--- config.mk ---
export PLATFORM = sky130hd
export DESIGN_NAME = reg_dump_uart_tx
export DESIGN_NICKNAME = d
export VERILOG_FILES = /design/src/rtl/reg_dump_pkg.sv /design/src/rtl/uart_tx_byte.sv /design/src/rtl/reg_dump_uart_tx.sv
export SDC_FILE = /design/constraint.sdc
export NUM_CORES = 1
export LEC_CHECK = 0
export BUFFER_PORTS_ARGS = -buffer_cell sky130_fd_sc_hd__clkbuf_2
export CORE_MARGIN = 2
export CORE_UTILIZATION = 53
export CTS_CLUSTER_DIAMETER = 120
export DETAILED_ROUTE_END_ITERATION = 12
export PLACE_DENSITY = 0.72
export SLEW_MARGIN = 10
export SYNTH_ARGS = -nofsm -noshare
export SYNTH_HDL_FRONTEND = slang
export SYNTH_HIERARCHICAL = 1
export SYNTH_SLANG_ARGS = --single-unit
--- constraint.sdc ---
create_clock -name clk -period 2.8 [get_ports clk]
set_input_delay 0.14 -clock clk [delete_from_list [all_inputs] [get_ports clk]]
set_output_delay 0.14 -clock clk [all_outputs]
set_load 0.03 [all_outputs]
--- src/rtl/reg_dump_pkg.sv ---
`default_nettype none
// ============================================================================
// reg_dump_pkg : shared state encoding, UART framing constants and helpers
// Revision: 1.0 - initial release
// ============================================================================
package reg_dump_pkg;

  typedef enum logic [2:0] {
    ST_IDLE    = 3'd0,
    ST_SETTLE  = 3'd1,
    ST_CAPTURE = 3'd2,
    ST_SEND    = 3'd3,
    ST_NEXT    = 3'd4,
    ST_DONE    = 3'd5
  } state_e;

  localparam logic UART_START     = 1'b0;
  localparam logic UART_STOP      = 1'b1;
  localparam int   BYTES_PER_REG  = 3;
  localparam int   BITS_PER_FRAME = 10;

  // Byte n of the {index, value_hi, value_lo} shadow, index byte first.
  function automatic logic [7:0] frame_byte(input logic [23:0] shadow, input logic [1:0] n);
    logic [7:0] b;
    case (n)
      2'd0:    b = shadow[23:16];
      2'd1:    b = shadow[15:8];
      default: b = shadow[7:0];
    endcase
    return b;
  endfunction

endpackage
`default_nettype wire

--- src/rtl/uart_tx_byte.sv ---
`default_nettype none
// ============================================================================
// uart_tx_byte : 8N1 serialiser for a single byte, bit-rate counter + shifter
// Revision: 1.0 - initial release
// ============================================================================
module uart_tx_byte
  import reg_dump_pkg::*;
#(
  parameter int CLKS_PER_BIT = 868
) (
  input  logic       clk,
  input  logic       resetn,
  input  logic       load,
  input  logic [7:0] data,
  output logic       tx,
  output logic       ready
);

  localparam int            CW        = $clog2(CLKS_PER_BIT);
  localparam int            BW        = $clog2(BITS_PER_FRAME);
  localparam logic [CW-1:0] LAST_CLK  = CW'(CLKS_PER_BIT - 1);
  localparam logic [BW-1:0] LAST_BIT  = BW'(BITS_PER_FRAME - 1);
  localparam logic [BW-1:0] STOP_PREV = BW'(BITS_PER_FRAME - 2);

  logic          active_q, active_d;
  logic [CW-1:0] clk_cnt_q, clk_cnt_d;
  logic [BW-1:0] bit_cnt_q, bit_cnt_d;
  logic [7:0]    shift_q, shift_d;
  logic          tx_q, tx_d;
  logic          bit_end;

  // ready also rises in the final stop-bit cycle so the next load starts
  // its start bit right after, giving back-to-back frames.
  always_comb begin
    bit_end   = active_q && (clk_cnt_q == LAST_CLK);
    ready     = !active_q || (bit_end && (bit_cnt_q == LAST_BIT));
    active_d  = active_q;
    clk_cnt_d = clk_cnt_q;
    bit_cnt_d = bit_cnt_q;
    shift_d   = shift_q;
    tx_d      = tx_q;
    if (load && ready) begin
      active_d  = 1'b1;
      clk_cnt_d = '0;
      bit_cnt_d = '0;
      shift_d   = data;
      tx_d      = UART_START;
    end else if (bit_end) begin
      clk_cnt_d = '0;
      if (bit_cnt_q == LAST_BIT) begin
        active_d = 1'b0;
        tx_d     = UART_STOP;
      end else begin
        bit_cnt_d = bit_cnt_q + BW'(1);
        if (bit_cnt_q < STOP_PREV) begin
          tx_d    = shift_q[0];
          shift_d = {1'b0, shift_q[7:1]};
        end else begin
          tx_d = UART_STOP;
        end
      end
    end else if (active_q) begin
      clk_cnt_d = clk_cnt_q + CW'(1);
    end
  end

  always_ff @(posedge clk or negedge resetn) begin
    if (!resetn) begin
      active_q  <= 1'b0;
      clk_cnt_q <= '0;
      bit_cnt_q <= '0;
      shift_q   <= '0;
      tx_q      <= UART_STOP;
    end else begin
      active_q  <= active_d;
      clk_cnt_q <= clk_cnt_d;
      bit_cnt_q <= bit_cnt_d;
      shift_q   <= shift_d;
      tx_q      <= tx_d;
    end
  end

  assign tx = tx_q;

endmodule
`default_nettype wire

--- src/rtl/reg_dump_uart_tx.sv ---
`default_nettype none
// ============================================================================
// reg_dump_uart_tx : scans the CPU debug registers and sends each as 3 bytes
// Revision: 1.0 - initial release
// ============================================================================
module reg_dump_uart_tx
  import reg_dump_pkg::*;
#(
  parameter int CLKS_PER_BIT  = 868,
  parameter int NUM_REGS      = 32,
  parameter int SETTLE_CYCLES = 2
) (
  input  logic        clk,
  input  logic        resetn,
  input  logic        start,
  output logic [4:0]  select,
  input  logic [15:0] register_value,
  output logic        tx,
  output logic        busy,
  output logic        done
);

  localparam int            SW          = $clog2(SETTLE_CYCLES + 1);
  localparam logic [SW-1:0] SETTLE_LAST = SW'(SETTLE_CYCLES - 1);
  localparam logic [4:0]    LAST_IDX    = 5'(NUM_REGS - 1);
  localparam logic [1:0]    LAST_BYTE   = 2'(BYTES_PER_REG - 1);

  state_e        state_q, state_d;
  logic [4:0]    idx_q, idx_d;
  logic [SW-1:0] settle_q, settle_d;
  logic [23:0]   shadow_q, shadow_d;
  logic [1:0]    byte_cnt_q, byte_cnt_d;
  logic          busy_q, busy_d;
  logic          done_q, done_d;
  logic          load;
  logic [7:0]    load_data;
  logic          ready;

  // The index byte is known before sampling, so it is loaded as SETTLE ends
  // and goes out during CAPTURE; this keeps the per-register time at
  // SETTLE_CYCLES + 1 + 30 bit times with NEXT overlapping the line idle.
  always_comb begin
    state_d    = state_q;
    idx_d      = idx_q;
    settle_d   = settle_q;
    shadow_d   = shadow_q;
    byte_cnt_d = byte_cnt_q;
    busy_d     = busy_q;
    done_d     = done_q;
    load       = 1'b0;
    load_data  = frame_byte(shadow_q, byte_cnt_q + 2'd1);
    unique case (state_q)
      ST_IDLE: begin
        if (start) begin
          state_d  = ST_SETTLE;
          idx_d    = '0;
          settle_d = '0;
          busy_d   = 1'b1;
        end
      end
      ST_SETTLE: begin
        if (settle_q == SETTLE_LAST) begin
          load      = 1'b1;
          load_data = {3'b000, idx_q};
          state_d   = ST_CAPTURE;
        end else begin
          settle_d = settle_q + SW'(1);
        end
      end
      ST_CAPTURE: begin
        shadow_d   = {3'b000, idx_q, register_value};
        byte_cnt_d = '0;
        state_d    = ST_SEND;
      end
      ST_SEND: begin
        if (ready) begin
          if (byte_cnt_q == LAST_BYTE) begin
            state_d = ST_NEXT;
          end else begin
            load       = 1'b1;
            byte_cnt_d = byte_cnt_q + 2'd1;
          end
        end
      end
      ST_NEXT: begin
        if (idx_q == LAST_IDX) begin
          state_d = ST_DONE;
          idx_d   = '0;
          busy_d  = 1'b0;
          done_d  = 1'b1;
        end else begin
          state_d  = ST_SETTLE;
          idx_d    = idx_q + 5'd1;
          settle_d = '0;
        end
      end
      ST_DONE: begin
        done_d  = 1'b0;
        state_d = ST_IDLE;
      end
      default: begin
        state_d = ST_IDLE;
      end
    endcase
  end

  always_ff @(posedge clk or negedge resetn) begin
    if (!resetn) begin
      state_q    <= ST_IDLE;
      idx_q      <= '0;
      settle_q   <= '0;
      shadow_q   <= '0;
      byte_cnt_q <= '0;
      busy_q     <= 1'b0;
      done_q     <= 1'b0;
    end else begin
      state_q    <= state_d;
      idx_q      <= idx_d;
      settle_q   <= settle_d;
      shadow_q   <= shadow_d;
      byte_cnt_q <= byte_cnt_d;
      busy_q     <= busy_d;
      done_q     <= done_d;
    end
  end

  uart_tx_byte #(
    .CLKS_PER_BIT(CLKS_PER_BIT)
  ) u_uart (
    .clk   (clk),
    .resetn(resetn),
    .load  (load),
    .data  (load_data),
    .tx    (tx),
    .ready (ready)
  );

  assign select = idx_q;
  assign busy   = busy_q;
  assign done   = done_q;

endmodule
`default_nettype wire

==> results of run 1 <==
==> synthesized netlist by cell type (all sizes together) (2+ instances only) <==
cell      n  area share [%]
ha       10             4.2
inv       9             1.1
nor2     13             1.6
nand3b    5             1.3
nor3      2            0.34
mux2     22             8.3
o2bb2ai   2            0.59
and2      2            0.42
nor4b     2            0.59
o211ai    2            0.50
a31o      2            0.59
a22o      7             2.1
nand2    19             2.5
nor3b     2            0.67
o41ai     3             1.5
or4       2            0.50
o21ai    15             2.5
and3      2            0.42
nand4b    2            0.59
buf       8             1.5
dfrtp    58              49
xnor2     3            0.88
nor2b     8             1.7
o22ai     8             1.7
nand2b    4            0.84
a21oi     8             1.3
xor2      4             1.2
clkbuf    2            0.25
a2bb2oi   7             2.1
a221oi    5             1.5
o31ai     7             1.8
nand3     6             1.0
==> critical path, delay by kind of cell (launching register included) <==
kind | cells | cell delay, ps
XOR/XNOR | 1 | 170
AO/OA/AOI/OAI | 2 | 420
flip-flops | 1 | 380
adder cells (fa/ha/maj) | 1 | 210
AND/OR/NAND/NOR | 6 | 1320
==> cells by family after synthesis <==
logic type	Yosys count
simple gates	75
xor+xnor	7
compound gates	73
buf+inv	19
fa+ha+maj	10
flops	59
mux	23
==> worst max path at each step <==
stage	from	to	slack, ps	depth (start not counted)
finish	u_uart/clk_cnt_q[0]	u_uart/clk_cnt_q[9]	180	10
global route	u_uart/clk_cnt_q[0]	u_uart/clk_cnt_q[9]	6	10
CTS	u_uart/clk_cnt_q[0]	u_uart/clk_cnt_q[9]	70	10
detailed placement	u_uart/clk_cnt_q[0]	u_uart/clk_cnt_q[9]	80	10
global placement	u_uart/clk_cnt_q[0]	u_uart/clk_cnt_q[9]	200	10
floorplan	u_uart/clk_cnt_q[0]	u_uart/clk_cnt_q[9]	8	10
==> through the flow <==
step	instances	power, mW	setup WS (ps)	area (µm²)
6_report	379	1.612	177.7	3410
5_1_grt	379	1.674	6.119	3410
4_1_cts	379	1.629	68.56	3403
3_5_place_dp	362	0.9386	76.83	3213
3_3_place_gp	362	0.9369	201.7	3213
2_1_floorplan	266	0.9023	8.155	2984
==> cell type report <==
| type | instances | area (µm²) |
|---|---|---|
| sequential | 59 | 1478 |
| fill | 451 | 2063 |
| clock inverter | 4 | 25.02 |
| inverter | 9 | 33.78 |
| clock buffer | 12 | 155.1 |
| timing repair buffer | 35 | 200.2 |
| tap | 72 | 90.09 |
| multi-input combinational | 188 | 1428 |
==> timing repair <==
item                                    CTS  global route
gates resized for setup                   0             1
endpoints found under the hold margin    10             0
setup buffers                             0             0
hold buffers                              1             0
endpoints found under the setup margin    0             1
==> per-layer routing <==
metal | up-vias | GRT usage [%] | wire length [µm]
li1 | 1072 | - | -
met1 | 1080 | 29.41 | 2821
met2 | 41 | 33.39 | 2787
met3 | 8 | 4.091 | 182
met4 | 0 | 8.276 | 80
met5 | - | 0 | 0
==> registers in the layout, summed over array words and instances, names as in the netlist, 2 cells and up <==
name,flops
state_q,3
byte_cnt_q,2
select,5
u_uart/bit_cnt_q,4
shadow_q,21
u_uart/clk_cnt_q,10
settle_q,2
u_uart/shift_q,8
==> report_power, final <==
group | switching [mW] | leakage [nW] | internal [mW] | total (mW)
Sequential | 0.00650 | 0.739 | 0.864 | 0.871
Combinational | 0.0264 | 0.731 | 0.0250 | 0.0514
Clock | 0.324 | 0.0884 | 0.366 | 0.690
==> impl_metrics.py, run 1 <==
metrics = {
    "die": {
        "core_area_um2": 5473,
        "die_y_um": 79.04,
        "die_w_um": 79.04,
        "start_util_pct": 54.53,
        "io_pins": 27,
        "std_cell_rows": 27,
        "die_area_um2": 6247,
    },
    "timing": {
        "max_slew_margin_pct": 60.23,
        "whs_ps": 33.36,
        "finalSetupViolations": 0,
        "finalHoldViolCount": 0,
        "skew_ps": 10.79,
        "setup_tns_ps": 0,
        "rsz0062_at_grt": "no",
        "fmax_ghz": 0.3813,
        "slew_violations": 0,
        "fin_crit_sh_pct": 93.65,
        "period_minus_slack_ps": 2622,
        "worstMarginPinSlew_ps": 591.4,
    },
    "worst_hold_path": {
        "holdPathEnd": "shadow_q[7]",
        "hp-class": "primary input to flop",
        "min-delay-start": "register_value[7]",
        "whs_path_depth": 2,
    },
    "final_layout": {
        "synthToLayoutAreaGrowth_pct": 14.26,
        "nNetsFinal": 331,
        "final_common_cell": "dfrtp_1",
        "drive_gt1_share_pct": 26.06,
        "final_cell_mix": "dfrtp_1 (58), clkbuf_2 (26), mux2_2 (22)",
        "insertedDiodeCount": 0,
        "final_util_pct": 62.30,
    },
    "drt": {
        "drtAntennaViolNets": 0,
        "vias": 2201,
        "via_per_inst": 5.807,
        "post_drt_wl_per_cell_um": 15.49,
        "routed_wl_um": 5872,
        "drc": 0,
        "drt_first_pass_iters": 4,
        "first_iter_violations": 108,
    },
    "worst_setup_path": {
        "cp.arrival_ps": 2840,
        "critical_path.max_fanout": 8,
        "r2r-end": "u_uart/clk_cnt_q[9]",
        "critical_path.most_common_cell": "nor2_1",
        "path_cells": "ha_1, or3b_4, o41ai_4, nor2b_1, a31o_2, nor2_1, nor4b_2, nand3_1, xor2_1, nor2_1",
        "path_class": "flop to flop",
        "r2r_slack_ps": 180,
        "worstPathRequired_ps": 3010,
        "worstRegToRegCells": 10,
        "start_kind": "flop",
        "max_stage_delay_ps": 420,
        "rr_startpoint": "u_uart/clk_cnt_q[0]",
        "cp-end-kind": "flop",
        "cp_slowest_cell": "or3b_4",
    },
    "synthesis": {
        "avgSynthCellArea_um2": 11.22,
        "synth-compound-area-share_pct": 18.45,
        "syn_nets": 295,
        "syn_area_um2": 2984,
        "ys_seq_area_share_pct": 49.52,
        "synth_xor_area_share_pct": 2.055,
        "ys.flop_type": "dfrtp_1",
        "synth-seq-cells": 59,
        "synth_top_family_by_area": "compound AO/OA/AOI/OAI gates",
        "async_reset_ff_share_pct": 100.0,
        "synth_cells": 266,
        "synth-warning-count": 6,
        "yosys.area_share.simple_pct": 14.30,
        "synth_edf_count": 0,
        "muxShareOfSynthArea_pct": 8.637,
        "synth_fa_ha_area_share_pct": 4.193,
        "synth.distinct_cells": 53,
    },
    "grt": {
        "grt_use_total_pct": 21.30,
        "grt_max_degree": 32,
        "antenna_found_initial": 0,
        "grt_first_pass_wirelength_um": 10280,
        "grt_pass1_vias": 2141,
        "overflow": 0,
    },
    "cts": {
        "htree_levels": 3,
        "cts_buffer_depth": 2,
        "root_buffer": "clkbuf_8",
        "clk_latency_ps": 340,
        "cts_tree": "yes",
        "clk_pin_slew_ps": 70,
        "clock_sinks": 59,
        "cts-buffers-inserted": 9,
    },
    "place": {
        "hpwlAfterDp_um": 4044,
        "port_buffers": 26,
        "gp_congestion": 0.7960,
    },
    "power_and_ir_drop": {
        "p_leak_nw": 1.559,
        "ir_drop_uv": 338.3,
        "power_density_nw_per_um2": 472.9,
    },
    "outcome": {
        "outcome": "completed",
    },
    "flow_run": {
        "max-cap-violations": 0,
    },
}
Note: power is estimated with default switching activity, not from simulation.
==> run 2, diff against run 1 <==
- CORE_UTILIZATION: 53 -> 35
- PLACE_DENSITY: 0.72 -> 0.49
- clock period: 2.8 -> 2.61 ns (I/O delays scaled with it)
==> impl_metrics.py, run 2 (synthesis results as in run 1) <==
metrics = {
    "flow_run": {
        "max-cap-violations": 0,
    },
    "timing": {
        "fmax_ghz": 0.3977,
        "worstMarginPinSlew_ps": 778.1,
        "max_slew_margin_pct": 48.13,
        "whs_ps": 16.40,
        "setup_tns_ps": 0,
        "finalSetupViolations": 0,
        "fin_crit_sh_pct": 96.34,
        "finalHoldViolCount": 0,
        "slew_violations": 0,
        "skew_ps": 6.423,
        "period_minus_slack_ps": 2514,
    },
    "die": {
        "io_pins": 27,
        "die_y_um": 96.34,
        "core_area_um2": 8258,
        "die_w_um": 96.34,
        "start_util_pct": 36.14,
        "die_area_um2": 9280,
        "std_cell_rows": 33,
    },
    "worst_setup_path": {
        "worstPathRequired_ps": 2870,
        "cp.arrival_ps": 2780,
        "cp_slowest_cell": "dfrtp_1",
        "critical_path.max_fanout": 8,
        "r2r-end": "u_uart/shift_q[6]",
        "cp-end-kind": "flop",
        "path_cells": "ha_4, or3b_4, o41ai_4, nor2b_4, a31o_2, buf_4, mux2_2, a21boi_4, a2bb2oi_1",
        "r2r_slack_ps": 100,
        "max_stage_delay_ps": 420,
        "path_class": "flop to flop",
        "cp_top_family": "compound AO/OA/AOI/OAI gates",
        "worstRegToRegCells": 9,
        "crit_buf_inv": 1,
        "rr_startpoint": "u_uart/clk_cnt_q[0]",
        "start_kind": "flop",
    },
    "drt": {
        "dr_wl_met2_um": 2775,
        "routed_wl_um": 6436,
        "via_per_inst": 5.210,
        "post_drt_wl_per_cell_um": 15.22,
        "wl_met1_um": 3352,
        "top_layer_used": "met4",
        "drtAntennaViolNets": 0,
        "drc": 0,
        "vias": 2204,
        "first_iter_violations": 85,
        "dr_wl_met3_um": 195,
        "drt_first_pass_iters": 4,
    },
    "final_layout": {
        "fill_cells": 806,
        "regMostFlops": "shadow_q",
        "nNetsFinal": 342,
        "top_regs": "shadow_q (21), u_uart/clk_cnt_q (10), u_uart/shift_q (8)",
        "multiInputGateArea_um2": 1463,
        "drive_gt1_share_pct": 28.30,
        "insertedDiodeCount": 0,
        "synthToLayoutAreaGrowth_pct": 19.41,
        "largest_reg_flops": 21,
        "ff_latch_area_um2": 1478,
        "final_cell_mix": "dfrtp_1 (58), clkbuf_2 (26), mux2_2 (22)",
        "final_common_cell": "dfrtp_1",
        "final_util_pct": 43.15,
    },
    "cts": {
        "clk_pin_slew_ps": 70,
        "cts-buffers-inserted": 9,
        "cts_buffer_depth": 2,
        "cts_tree": "yes",
        "root_buffer": "clkbuf_8",
        "clock_sinks": 59,
        "htree_levels": 3,
        "clk_latency_ps": 340,
    },
    "grt": {
        "grt_max_degree": 60,
        "grt_first_pass_wirelength_um": 11230,
        "grt_use_total_pct": 16.18,
        "overflow": 0,
        "antenna_found_initial": 0,
        "grt_pass1_vias": 2199,
    },
    "worst_hold_path": {
        "hp-class": "primary input to flop",
        "holdPathEnd": "shadow_q[12]",
        "whs_path_depth": 2,
        "min-delay-start": "register_value[12]",
    },
    "place": {
        "port_buffers": 26,
        "hpwlAfterDp_um": 4243,
        "gp_congestion": 0.6925,
    },
    "power_and_ir_drop": {
        "power_density_nw_per_um2": 478.0,
        "ir_drop_uv": 214.9,
        "p_leak_nw": 1.602,
    },
    "outcome": {
        "outcome": "completed",
    },
}
-- run 2: cell count changes in the layout (fill, tap and decap cells not counted), moves of 2 or more --
cell           previous run  this run
nor2_1                   13        11
dlygate4sd3_1             1         7
nor2_2                    0         2
clkinv_2                  2         5
clkbuf_8                 11         9
buf_4                     8        13
-- run 2: layer usage --
layer / GRT usage [%] / vias to the layer above
met5: 0 / -
met4: 6.690 / 0
met3: 4.307 / 11
met2: 22.92 / 31
met1: 23.27 / 1077
li1: - / 1085
-- run 2: stage by stage --
step                setup slack, ps  total power, mW  cell area [µm²]  cells
finish                        95.58            1.703             3563    423
global route                 -8.244            1.792             3563    423
detailed placement            80.73            1.007             3298    399
floorplan                     49.44           0.9680             2998    266
CTS                           63.95            1.733             3518    421
global placement              163.3            1.006             3298    399
-- run 2: worst max path at each step --
| stage | startpoint | end | slack (ps) | cells after the start |
|---|---|---|---|---|
| 2_1_floorplan | u_uart/clk_cnt_q[0] | u_uart/clk_cnt_q[9] | 50 | 10 |
| 3_3_place_gp | u_uart/clk_cnt_q[0] | u_uart/clk_cnt_q[9] | 160 | 10 |
| 3_5_place_dp | u_uart/clk_cnt_q[0] | u_uart/clk_cnt_q[9] | 80 | 10 |
| 4_1_cts | u_uart/clk_cnt_q[0] | u_uart/clk_cnt_q[9] | 60 | 10 |
| 5_1_grt | u_uart/clk_cnt_q[0] | u_uart/shift_q[0] | -8 | 9 |
| 6_report | u_uart/clk_cnt_q[0] | u_uart/shift_q[6] | 100 | 9 |
-- run 2: timing repair --
action	CTS	global route
hold endpoints to repair	63	1
setup buffers	0	1
setup endpoints to repair	0	9
hold buffers	6	1
gates resized for setup	0	6
-- run 2: area by class of cell --
class,count,area share (%)
flip-flops and latches,59,41.47
multi-input cells,188,41.05
clock inverters,6,0.9129
repair buffers,46,8.357
well taps,105,3.687
clock buffers,10,3.581
inverters,9,0.9480
-- run 2: report_power, final --
group	internal (mW)	leakage, nW	switching, mW
Combinational	0.0317	0.777	0.0299
Sequential	0.927	0.739	0.00676
Clock	0.335	0.0856	0.372
